==> src/rtl/hbm_axi_pkg.sv <==
// Shared AXI read-path types and constants for the HBM/DDR responder.
package hbm_axi_pkg;

    localparam int MAX_ID_W   = 16;
    localparam int MAX_ADDR_W = 64;
    localparam int TS_W       = 16;

    localparam logic [1:0] BURST_FIXED = 2'b00;
    localparam logic [1:0] BURST_INCR  = 2'b01;
    localparam logic [1:0] BURST_WRAP  = 2'b10;
    localparam logic [1:0] BURST_RSVD  = 2'b11;

    localparam logic [1:0] RESP_OKAY   = 2'b00;
    localparam logic [1:0] RESP_SLVERR = 2'b10;

    // One queued read request; fields are sized for the widest supported bus.
    typedef struct packed {
        logic [MAX_ID_W-1:0]   id;
        logic [MAX_ADDR_W-1:0] addr;
        logic [3:0]            len;
        logic [1:0]            burst;
        logic [TS_W-1:0]       ts;
    } rd_req_t;

    // Address of the following beat. WRAP and the reserved encoding step like INCR.
    function automatic logic [MAX_ADDR_W-1:0] next_beat_addr(
        input logic [MAX_ADDR_W-1:0] addr,
        input logic [1:0]            burst,
        input logic [MAX_ADDR_W-1:0] step,
        input logic [MAX_ADDR_W-1:0] mask
    );
        return (burst == BURST_FIXED) ? addr : ((addr + step) & mask);
    endfunction

endpackage

==> src/rtl/rd_req_fifo.sv <==
// Show-ahead synchronous FIFO of read requests.
module rd_req_fifo
    import hbm_axi_pkg::*;
#(
    parameter int DEPTH = 8
) (
    input  logic                     clk,
    input  logic                     rst_n,
    input  logic                     push,
    input  rd_req_t                  push_data,
    input  logic                     pop,
    output rd_req_t                  head,
    output logic                     full,
    output logic                     empty,
    output logic [$clog2(DEPTH):0]   count
);
    localparam int PW = $clog2(DEPTH);

    rd_req_t       mem [DEPTH];
    logic [PW-1:0] wr_ptr;
    logic [PW-1:0] rd_ptr;
    logic          do_push;
    logic          do_pop;

    assign full    = (count == (PW+1)'(DEPTH));
    assign empty   = (count == '0);
    assign do_push = push && !full;
    assign do_pop  = pop && !empty;
    assign head    = mem[rd_ptr];

    // Entry storage.
    // NOTE: the storage array has no reset; only pointers and count decide which entries are valid.
    always_ff @(posedge clk) begin
        if (do_push) begin
            mem[wr_ptr] <= push_data;
        end
    end

    // Pointers and occupancy; simultaneous push and pop leave count unchanged.
    always_ff @(posedge clk) begin
        if (!rst_n) begin
            wr_ptr <= '0;
            rd_ptr <= '0;
            count  <= '0;
        end else begin
            if (do_push) wr_ptr <= wr_ptr + 1'b1;
            if (do_pop)  rd_ptr <= rd_ptr + 1'b1;
            case ({do_push, do_pop})
                2'b10:   count <= count + 1'b1;
                2'b01:   count <= count - 1'b1;
                default: count <= count;
            endcase
        end
    end

endmodule

==> src/rtl/hbm_rd_responder.sv <==
// AXI4 read responder: queues AR requests and replays them after a fixed
// latency as bursts of address-pattern data.
module hbm_rd_responder
    import hbm_axi_pkg::*;
#(
    parameter int ADDR_WIDTH = 33,
    parameter int DATA_WIDTH = 256,
    parameter int ID_WIDTH   = 5,
    parameter int DEPTH      = 8,
    parameter int LATENCY    = 16
) (
    input  logic                  clk,
    input  logic                  rst_n,
    input  logic                  s_axi_ARVALID,
    input  logic [ADDR_WIDTH-1:0] s_axi_ARADDR,
    input  logic [ID_WIDTH-1:0]   s_axi_ARID,
    input  logic [3:0]            s_axi_ARLEN,
    input  logic [2:0]            s_axi_ARSIZE,
    input  logic [1:0]            s_axi_ARBURST,
    output logic                  s_axi_ARREADY,
    output logic                  s_axi_RVALID,
    output logic [DATA_WIDTH-1:0] s_axi_RDATA,
    output logic                  s_axi_RLAST,
    output logic [ID_WIDTH-1:0]   s_axi_RID,
    output logic [1:0]            s_axi_RRESP,
    input  logic                  s_axi_RREADY,
    output logic [31:0]           req_cnt,
    output logic [31:0]           beat_cnt
);
    localparam int          LANES      = DATA_WIDTH / 64;
    localparam logic [63:0] BEAT_STEP  = 64'(DATA_WIDTH / 8);
    localparam logic [63:0] ALIGN_MASK = ~(BEAT_STEP - 64'd1);
    localparam logic [63:0] ADDR_MASK  = (64'd1 << ADDR_WIDTH) - 64'd1;
    localparam logic [15:0] DUE_AGE    = 16'(LATENCY - 1);

    typedef enum logic [1:0] {R_IDLE, R_WAIT, R_BURST} r_state_t;

    r_state_t              state;
    logic [15:0]           now_q;
    logic                  live_q;
    rd_req_t               push_req;
    rd_req_t               head;
    logic                  fifo_full;
    logic                  fifo_empty;
    logic [$clog2(DEPTH):0] fifo_count;
    logic                  ar_hs;
    logic                  r_hs;
    logic                  fifo_pop;
    logic [15:0]           head_age;
    logic                  head_due;
    logic                  load_now;
    logic [63:0]           cur_addr;
    logic [63:0]           nxt_addr;
    logic [3:0]            cur_len;
    logic [1:0]            cur_burst;
    logic [3:0]            beat_idx;
    logic                  unused_bits;

    // live_q keeps ARREADY low while reset is held.
    assign s_axi_ARREADY = live_q && !fifo_full;
    assign ar_hs         = s_axi_ARVALID && s_axi_ARREADY;
    assign r_hs          = s_axi_RVALID && s_axi_RREADY;
    assign fifo_pop      = (state == R_BURST) && r_hs && s_axi_RLAST;
    assign head_age      = now_q - head.ts;
    assign head_due      = !fifo_empty && (head_age >= DUE_AGE);
    assign load_now      = (state != R_BURST) && head_due;
    assign nxt_addr      = next_beat_addr(cur_addr, cur_burst, BEAT_STEP, ADDR_MASK);
    assign unused_bits   = ^{s_axi_ARSIZE, fifo_count, head.id};

    // Request record captured on an AR handshake, address aligned to the beat size.
    // NOTE: every field gets a value on every pass so no latch is inferred.
    always_comb begin
        push_req       = '0;
        push_req.id    = MAX_ID_W'(s_axi_ARID);
        push_req.addr  = 64'(s_axi_ARADDR) & ALIGN_MASK;
        push_req.len   = s_axi_ARLEN;
        push_req.burst = s_axi_ARBURST;
        push_req.ts    = now_q;
    end

    rd_req_fifo #(.DEPTH(DEPTH)) u_fifo (
        .clk       (clk),
        .rst_n     (rst_n),
        .push      (ar_hs),
        .push_data (push_req),
        .pop       (fifo_pop),
        .head      (head),
        .full      (fifo_full),
        .empty     (fifo_empty),
        .count     (fifo_count)
    );

    // Free-running timestamp, ready flag and handshake counters.
    // NOTE: sequential state uses non-blocking assignments so every flop samples pre-edge values.
    always_ff @(posedge clk) begin
        if (!rst_n) begin
            now_q    <= '0;
            live_q   <= 1'b0;
            req_cnt  <= '0;
            beat_cnt <= '0;
        end else begin
            now_q  <= now_q + 16'd1;
            live_q <= 1'b1;
            if (ar_hs) req_cnt  <= req_cnt + 32'd1;
            if (r_hs)  beat_cnt <= beat_cnt + 32'd1;
        end
    end

    // Response FSM: wait for the head to age, then stream its beats; the
    // return to R_IDLE after RLAST gives one idle cycle between bursts.
    always_ff @(posedge clk) begin
        if (!rst_n) begin
            state        <= R_IDLE;
            s_axi_RVALID <= 1'b0;
            s_axi_RLAST  <= 1'b0;
            s_axi_RDATA  <= '0;
            s_axi_RID    <= '0;
            s_axi_RRESP  <= RESP_OKAY;
            cur_addr     <= '0;
            cur_len      <= '0;
            cur_burst    <= BURST_FIXED;
            beat_idx     <= '0;
        end else begin
            case (state)
                R_IDLE, R_WAIT: begin
                    if (load_now) begin
                        state        <= R_BURST;
                        s_axi_RVALID <= 1'b1;
                        s_axi_RLAST  <= (head.len == 4'd0);
                        s_axi_RDATA  <= {LANES{head.addr}};
                        s_axi_RID    <= head.id[ID_WIDTH-1:0];
                        s_axi_RRESP  <= (head.burst == BURST_RSVD) ? RESP_SLVERR : RESP_OKAY;
                        cur_addr     <= head.addr;
                        cur_len      <= head.len;
                        cur_burst    <= head.burst;
                        beat_idx     <= '0;
                    end else if (!fifo_empty) begin
                        state <= R_WAIT;
                    end
                end
                R_BURST: begin
                    if (s_axi_RREADY) begin
                        if (s_axi_RLAST) begin
                            state        <= R_IDLE;
                            s_axi_RVALID <= 1'b0;
                            s_axi_RLAST  <= 1'b0;
                        end else begin
                            cur_addr    <= nxt_addr;
                            s_axi_RDATA <= {LANES{nxt_addr}};
                            beat_idx    <= beat_idx + 4'd1;
                            s_axi_RLAST <= ((beat_idx + 4'd1) == cur_len);
                        end
                    end
                end
                default: state <= R_IDLE;
            endcase
        end
    end

endmodule

==> config.mk <==
export PLATFORM = sky130hd
export DESIGN_NAME = hbm_rd_responder
export DESIGN_NICKNAME = d
export VERILOG_FILES = /design/src/rtl/hbm_axi_pkg.sv /design/src/rtl/rd_req_fifo.sv /design/src/rtl/hbm_rd_responder.sv
export SDC_FILE = /design/constraint.sdc
export NUM_CORES = 1
export LEC_CHECK = 0
export CORE_ASPECT_RATIO = 1.1
export CORE_UTILIZATION = 40
export DETAILED_ROUTE_END_ITERATION = 12
export SLEW_MARGIN = 0
export SYNTH_ARGS = -nofsm -noshare
export SYNTH_HDL_FRONTEND = slang
export SYNTH_SLANG_ARGS = --single-unit
==> constraint.sdc <==
create_clock -name clk -period 23.1 [get_ports clk]
set_clock_uncertainty 0.15 [all_clocks]
set_input_delay 4.62 -clock clk [delete_from_list [all_inputs] [get_ports clk]]
set_output_delay 4.62 -clock clk [all_outputs]
set_load 0.01 [all_outputs]
# Yosys cells after proc, flatten, opt, wreduce, memory -nomap -nowiden
# Memories as Yosys holds them, arrays and structs flattened. A register that Yosys moved wholly into a read port is not among the register bits.
# Cells that the tools add are included.
# classes
n_addsub,10
magnitude_cmp,1
n_eq_ne,13
n_mux,33
n_reduce_logical,23
# ops
cell,count
256-bit 2-to-1 mux,3
256-bit case mux with 2 select lines,1
64-bit 2-to-1 mux,4
64-bit case mux with 2 select lines,1
32-bit by 1-bit adder with 32-bit output (second input constant),2
33-bit by 6-bit adder with 33-bit output (second input constant),1
16-bit by 1-bit adder with 16-bit output (second input constant),1
16-bit by 4-bit greater-or-equal comparator with 1-bit output (second input constant),1
4-bit case mux with 2 select lines,2
16-bit subtractor,1
4-bit 2-to-1 mux,3
2-bit 2-to-1 mux,5
2-bit != test (second input constant),5
1-bit logical AND,9
1-bit 2-to-1 mux,9
4-bit by 1-bit adder with 4-bit output (second input constant),2
4-bit logical NOT,2
4-bit AND reduction,2
3-bit by 1-bit adder with 3-bit output (second input constant),2
2-bit equality test (second input constant),3
3-bit 2-to-1 mux,2
3-bit AND reduction,2
2-bit by 1-bit equality test with 1-bit output (second input constant),2
4-bit equality test,1
other kinds (10),14
# totals
ff_bits,432
ramBits,440
input_bits,51
out_inout_bits,330
word_cells,98
mem_count,1
# memory_table
name,words,word_bits,read_ports,rd_clocked_by_memory_dff,wr,line_no,source
u_fifo.mem,8,55,1,1,1,rd_req_fifo.sv:19,rd_req_t mem [DEPTH];

# Logic depth before layout (Yosys ltp)
# Gate-level depths: netlist (run 1).
# logic_depth
word_depth,7
mapped_depth,20

# Hierarchy
# From an unflattened synthesis (run 1), not the netlist that was laid out.
# hier_totals
hier_cells,2473
hier_area_um2,41372.2
# by_module_without_submodules
mod,n_inst,cells_each,area_each_um2,seq_area_each_um2
rd_req_fifo,1,1256,31308.8,24763.8
hbm_rd_responder,1,1217,10063.4,3303.2

# Least setup slack after synthesis (run 1)
# Ideal clock, no wire load.
# synth_path
path_kind,input to register
startpoint,in s_axi_ARVALID
endpoint,mem u_fifo.mem[2][0] (netlist bit) (enable)
setup_time_ns,0.623
arrival_ns,11.100
setup_slack_ns,11.227
path_stages,5
cell_sequence,and2_1 clkbuf_1 clkbuf_1 inv_1 nor4b_1
# synth_via
elab_chain_len,4
# synth_rtl
item,line_no,source
from (decl),hbm_rd_responder.sv:14,"input logic s_axi_ARVALID,"
1-bit logical AND,hbm_rd_responder.sv:61,assign ar_hs = s_axi_ARVALID && s_axi_ARREADY;
1-bit logical AND,rd_req_fifo.sv:27,assign do_push = push && !full;
1-bit 2-to-1 mux,rd_req_fifo.sv:34,if (do_push) begin
1-bit 2-to-1 mux (not written as such),rd_req_fifo.sv:35,mem[wr_ptr] <= push_data;
to (decl),rd_req_fifo.sv:19,
# No other way between the ends.

# Worst setup path in the final report (run 1)
# layout_path
startpoint,in s_axi_RREADY
endpoint,reg beat_cnt[29]
# layout_via
elab_chain_len,1
# layout_rtl
item,line_no,source
from (decl),hbm_rd_responder.sv:26,"input logic s_axi_RREADY,"
1-bit logical AND,hbm_rd_responder.sv:62,assign r_hs = s_axi_RVALID && s_axi_RREADY;
to (signal assigned),hbm_rd_responder.sv:105,if (r_hs) beat_cnt <= beat_cnt + 32'd1;
to (decl),hbm_rd_responder.sv:28,output logic [31:0] beat_cnt
# No other way between the ends.
# A chain may end at the register's enable or synchronous reset.

==> flow_metrics.py, run 1 <==
metrics = {
    "run_status": {
        "status": "completed",
    },
    "routing": {
        "first_iter_violations": 923,
        "vias": 14700,
        "wl_per_cell_um": 20.18,
        "drc": 0,
        "vias_per_cell": 5.202,
        "firstDrtPassIters": 5,
        "wirelength_um": 57000,
        "drtAntennaViolNets": 0,
    },
    "timing": {
        "setup_viol": 0,
        "hold_viol": 0,
        "setup_tns_ps": 0,
        "maxSlewViolCount": 0,
        "rsz0062_at_grt": "false",
        "tightest_slew_ps": 1095,
        "layout_setup_ws_ps": 15710,
        "holdWs_ps": 333.1,
        "maxClockFrequency_mhz": 135.3,
        "timing.slew.headroom": 0.2702,
        "min_period_over_period": 0.3200,
        "period_needed_ps": 7392,
    },
    "power_and_ir_drop": {
        "irDropWorstVdd_v": 0.00006223,
        "p_per_area_nw_per_um2": 75.46,
        "power_uw": 2224,
        "power.leakage_uw": 0.009648,
    },
    "critical_path": {
        "cp-end-kind": "flop",
        "critPathArrivalTime_ps": 7780,
        "crit_required_ps": 23490,
        "startpoint": "s_axi_RREADY",
        "startpoint_type": "input port",
        "critPathKind": "in -> reg",
        "cp_max_fo": 7,
    },
    "place": {
        "dpl_cell_area_um2": 27600,
        "dpl_worst_slack_ps": 15000,
        "gp_congestion": 0.8193,
        "place_hpwl_um": 33660,
        "io_buffers": 227,
    },
    "synth": {
        "synth_area_um2": 25570,
        "synth-edff-count": 440,
        "synth_cells": 1792,
        "synth_async_sr_flop_share": 0,
        "yosys_most_used_dff": "edfxtp_1",
        "ys_ff_latch": 582,
        "ys_seq_area_frac": 0.6278,
        "yosysWarnings": 0,
        "syn_avg_cell_area_um2": 14.27,
        "yosysUniqueCellTypes": 64,
    },
    "die": {
        "dieWidth_um": 243.1,
        "fp-row-count": 96,
        "ios": 381,
        "die_y_um": 267.2,
        "dieArea_um2": 64950,
        "core-area_um2": 62820,
        "start_util": 0.4071,
    },
    "cts": {
        "cts.sinks": 582,
        "cts_buffers": 59,
        "post_cts_resized": 0,
        "hold_buffers": 0,
        "clk_path_buf_depth": 3,
        "root_buffer": "clkbuf_16",
        "path_clk_slew_ps": 60,
        "cts_tree": "done",
        "insertion_delay_ps": 640,
        "cts_max_level": 2,
        "post_cts_buffers": 0,
    },
    "global_route": {
        "met3_usage": 0.02666,
        "grt_pass1_wl_um": 86350,
        "grt_overflow": 0,
        "grt.busiest_layer": "met2",
        "grt_pass1_vias": 14680,
        "grt_use_met1": 0.2171,
        "grt_use_total": 0.1735,
        "grt_max_degree": 87,
        "use_met2": 0.3094,
        "antenna_found_initial": 0,
    },
    "hold_path": {
        "hp-start": "state[1]",
        "hold_path.class": "reg -> reg",
    },
    "layout": {
        "syn_to_final_growth_pct": 15.26,
        "final_nets": 2022,
        "stdcell_area_um2": 29480,
        "drive_gt1_frac": 0.1235,
        "diodes": 0,
    },
    "run": {
        "maxCapViolations": 0,
    },
}
==> final cells by class <==
class                           count  area [um2]
Clock buffer                       77        1585
Clock inverter                     32       291.5
Fill cell                        5499       33340
Inverter                           18       70.07
Multi-Input combinational cell   1035        7990
Sequential cell                   582       16070
Tap cell                          833        1042
Timing Repair Buffer              248        2430
==> cells in the final DEF (no fill, tap or decap), drive strengths merged, types with 22 or more instances in the layout <==
cell / instances
nand3: 38
a21oi: 64
clkbuf: 77
o21ai: 39
clkdlybuf4s50: 227
mux2i: 56
clkinv: 24
xor2: 58
mux4: 110
conb: 145
dfxtp: 142
or3: 22
and3: 25
nand2: 95
nor2: 155
edfxtp: 440
ha: 25
==> kinds of logic after synthesis <==
group / Yosys count / share of synthesized area
AND/OR/NAND/NOR: 415 / 0.07579
adder cells (fa/ha/maj): 27 / 0.01380
XOR/XNOR: 79 / 0.02706
AO/OA/AOI/OAI: 198 / 0.05152
buffers and inverters: 319 / 0.08288
flip-flops: 582 / 0.6278
multiplexers: 171 / 0.1210
other: 1 / 0.0001466
==> per-layer routing <==
layer,up-vias,part of all wire
li1,6662,-
met1,7387,0.41
met2,566,0.51
met3,81,0.056
met4,0,0.023
met5,-,0
==> cells in the mapped netlist (25+ instances only) <==
cell,n,area share
ha_1,25,0.012
edfxtp_1,440,0.52
nor2_1,155,0.023
nand3_1,38,0.0074
and3_1,25,0.0061
buf_4,232,0.068
dfxtp_1,142,0.11
clkbuf_1,45,0.0066
mux4_2,110,0.097
mux2i_1,56,0.022
a21oi_1,61,0.012
xor2_1,58,0.020
nand2_1,95,0.014
o21ai_0,33,0.0065
==> registers in the layout (all words and copies together) (netlist names), 2 cells and up, named ones only <==
| register | count |
|---|---|
| state | 2 |
| u_fifo.count | 4 |
| beat_cnt | 32 |
| now_q | 16 |
| cur_burst | 2 |
| cur_len | 4 |
| req_cnt | 32 |
| s_axi_RDATA | 28 |
| beat_idx | 4 |
| u_fifo.rd_ptr | 3 |
| s_axi_RID | 5 |
| u_fifo.wr_ptr | 3 |
| u_fifo.mem | 440 |
==> path summary, 6_finish.rpt <==
check | endpoint | slack [ps] | cells after the start
hold reg to reg | state[0] | 330 | 1
setup reg to reg | s_axi_RID[4] | 17080 | 14
hold / removal | state[0] | 330 | 1
setup / recovery | beat_cnt[29] | 15710 | 8
==> where the power goes <==
part	internal [uW]	switching (uW)	leakage [uW]
Combinational	63.1	80.6	0.00358
Clock	519	402	0.000908
Sequential	1140	21.4	0.00516
==> through the flow <==
| step | cells | utilization |
|---|---|---|
| finish | 2825 | 0.4692 |
| global route | 2825 | 0.4692 |
| CTS | 2825 | 0.4692 |
| detailed placement | 2716 | 0.4393 |
| global placement | 2716 | 0.4393 |
| floorplan | 1936 | - |
==> worst max-delay path, stage by stage <==
cell and delay [ps]:
clkdlybuf4s50_1 630, and2_1 350, nand4_1 380, nor3_1 680, and3_1 340, nand3_1 220
or3_1 390, a21oi_1 160
No activity file was read; power rests on OpenSTA's default activity.
==> run 2: changes to the inputs <==
==> constraint.sdc (replaced) <==
create_clock -name clk -period 6.5 [get_ports clk]
set_clock_uncertainty 0.15 [all_clocks]
set_input_delay 1.3 -clock clk [delete_from_list [all_inputs] [get_ports clk]]
set_output_delay 1.3 -clock clk [all_outputs]
set_load 0.01 [all_outputs]
==> run 2 against run 1 <==
- sequential power grew to 3.6 times the previous value
- final cell count grew 0.32%
- via count shrank 0.44%
- critical path depth grew 4
- flip-flop and latch count is the same
- hold slack lost 2.6 ps
- wire length shrank 1.9%
- register-to-register slack lost 16000 ps
- design area grew 0.70%
- largest power group unchanged
==> flow_metrics.py, run 2 (synthesis results as in run 1) <==
metrics = {
    "cts": {
        "hold_buffers": 0,
        "post_cts_buffers": 0,
        "cts_buffers": 59,
        "root_buffer": "clkbuf_16",
        "cts_tree": "done",
        "clk_path_buf_depth": 3,
        "cts_max_level": 2,
        "post_cts_resized": 0,
        "path_clk_slew_ps": 60,
        "cts.sinks": 582,
        "insertion_delay_ps": 620,
    },
    "global_route": {
        "grt_overflow": 0,
        "grt_pass1_wl_um": 84620,
        "grt_use_total": 0.1698,
        "grt_pass1_vias": 14490,
        "antenna_found_initial": 3,
        "grt_max_degree": 90,
    },
    "hold_path": {
        "hold_path.class": "reg -> reg",
    },
    "layout": {
        "final_cells": 2834,
        "final_core_util": 0.4725,
        "diodes": 0,
        "num-fill-cells": 5478,
        "top_regs": "u_fifo.mem (440), beat_cnt (32), req_cnt (32)",
        "final_nets": 2028,
        "drive_gt1_frac": 0.1329,
        "final_common_cell": "edfxtp_1",
        "syn_to_final_growth_pct": 16.06,
        "layout_common_cells": "edfxtp_1, clkdlybuf4s50_1, nor2_1",
        "regMostFlops": "u_fifo.mem",
        "largest_reg_flops": 440,
    },
    "place": {
        "place_hpwl_um": 33470,
        "gp_congestion": 0.7924,
        "dp_cells": 2722,
        "io_buffers": 227,
    },
    "routing": {
        "route.met2.wl_um": 28880,
        "met3_length_um": 3112,
        "firstDrtPassIters": 5,
        "drt-met1-wl_um": 22540,
        "drc": 0,
        "drtAntennaViolNets": 0,
        "first_iter_violations": 836,
        "highest_layer": "met5",
        "vias_per_cell": 5.163,
        "vias": 14630,
        "wirelength_um": 55910,
        "wl_per_cell_um": 19.73,
    },
    "die": {
        "fp-row-count": 96,
        "dieArea_um2": 64950,
        "core-area_um2": 62820,
        "start_util": 0.4071,
        "dieWidth_um": 243.1,
        "ios": 381,
        "die_y_um": 267.2,
    },
    "power_and_ir_drop": {
        "p_seq_frac": 0.507,
        "p_switching_uw": 1804,
        "power.leakage_uw": 0.009755,
        "p_per_area_nw_per_um2": 273.3,
        "combPwrFrac": 0.063,
        "clkPwrFrac": 0.430,
        "irDropWorstVdd_v": 0.0002119,
        "p_sw_frac": 0.2224,
        "p_int_uw": 6309,
    },
    "critical_path": {
        "cp_max_fo": 24,
        "r2r_end": "s_axi_RDATA[197]",
        "r2r_setup_slack_ps": 1410,
        "startpoint_type": "flop",
        "critPathKind": "reg -> reg",
        "crit_chain": "buf_4 -> mux4_2 -> mux2i_1 -> ha_1 -> nand3_1 -> a211oi_1 -> o221ai_1 -> a311oi_1 -> nor3_1 -> a21oi_2 -> o221ai_1 -> o211a_1",
        "endpoint": "s_axi_RDATA[197]",
        "cp-end-kind": "flop",
        "timing.critical_path.buf_inv": 1,
        "critPathArrivalTime_ps": 5460,
        "cp_top_family": "compound AO/OA/AOI/OAI gates",
        "critPathSlowestCell": "a21oi_2",
        "cpPeakStageDelay_ps": 760,
        "reg2regPathDepth": 12,
        "crit_path_frequent_cell": "o221ai_1",
        "crit_required_ps": 6870,
        "crit_cells": 12,
    },
    "run_status": {
        "status": "completed",
    },
    "timing": {
        "rsz0062_at_grt": "false",
        "tightest_slew_ps": 1103,
        "maxSlewViolCount": 0,
        "timing.slew.headroom": 0.2645,
        "min_period_over_period": 0.7835,
        "period_needed_ps": 5093,
        "hold_viol": 0,
        "setup_viol": 0,
        "setup_tns_ps": 0,
        "holdWs_ps": 330.5,
        "maxClockFrequency_mhz": 196.4,
    },
    "run": {
        "maxCapViolations": 0,
    },
}
run 2: changes by cell type in the layout (fill, tap and decap cells not counted), moves of 3 or more:
cell,before,now
clkinv_1,14,8
inv_6,0,3
buf_4,21,27
clkbuf_8,2,7
clkbuf_1,15,10
clkinv_2,8,11
bufinv_16,3,7
run 2: stage by stage:
step                power, uW  worst slack (ps)  cell area, um2
floorplan                4568            -334.1           26130
global placement         4695              1297           27670
finish                   8113              1407           29680
detailed placement       4706              1291           27670
CTS                      8209              1268           29680
global route             8380             875.0           29680
run 2: worst register-to-register path, stage by stage, from the launching register on:
cell      delay, ps
dfxtp_4         670
buf_4           460
mux4_2          550
mux2i_1         230
ha_1            290
nand3_1         150
a211oi_1        430
o221ai_1        200
a311oi_1        510
nor3_1          160
a21oi_2         760
o221ai_1        260
o211a_1         180
run 2: power by group through the flow:
stage               logic [uW]  clock network (uW)  registers, uW
floorplan                  386                   0           4180
global placement           504                   0           4190
detailed placement         510                   0           4200
CTS                        514                3580           4120
global route               553                3700           4120
finish                     509                3490           4120
run 2: routing by layer:
layer  vias to the layer above  track usage
li1                       6688            -
met1                      7362       0.2067
met2                       484       0.3032
met3                        94      0.03407
met4                         4      0.05048
met5                         -            0
run 2: worst min-delay path by stage:
stage	startpoint	end	slack [ps]	cells past startpoint
finish	s_axi_RRESP[1]	s_axi_RRESP[1]	330	2
detailed placement	s_axi_RRESP[1]	s_axi_RRESP[1]	310	2
CTS	state[1]	state[0]	330	1
global route	s_axi_RRESP[1]	s_axi_RRESP[1]	350	2
floorplan	state[1]	state[0]	290	1
global placement	state[1]	state[0]	310	1
run 2: area by class of cell:
type                            count  area, um2  share of cell area
Multi-Input combinational cell   1035       8014              0.2700
Sequential cell                   582      16070              0.5413
Timing Repair Buffer              254       2475             0.08338
Inverter                           18      70.07            0.002361
Clock buffer                       76       1610             0.05425
Tap cell                          833       1042             0.03512
Clock inverter                     36      402.9             0.01357
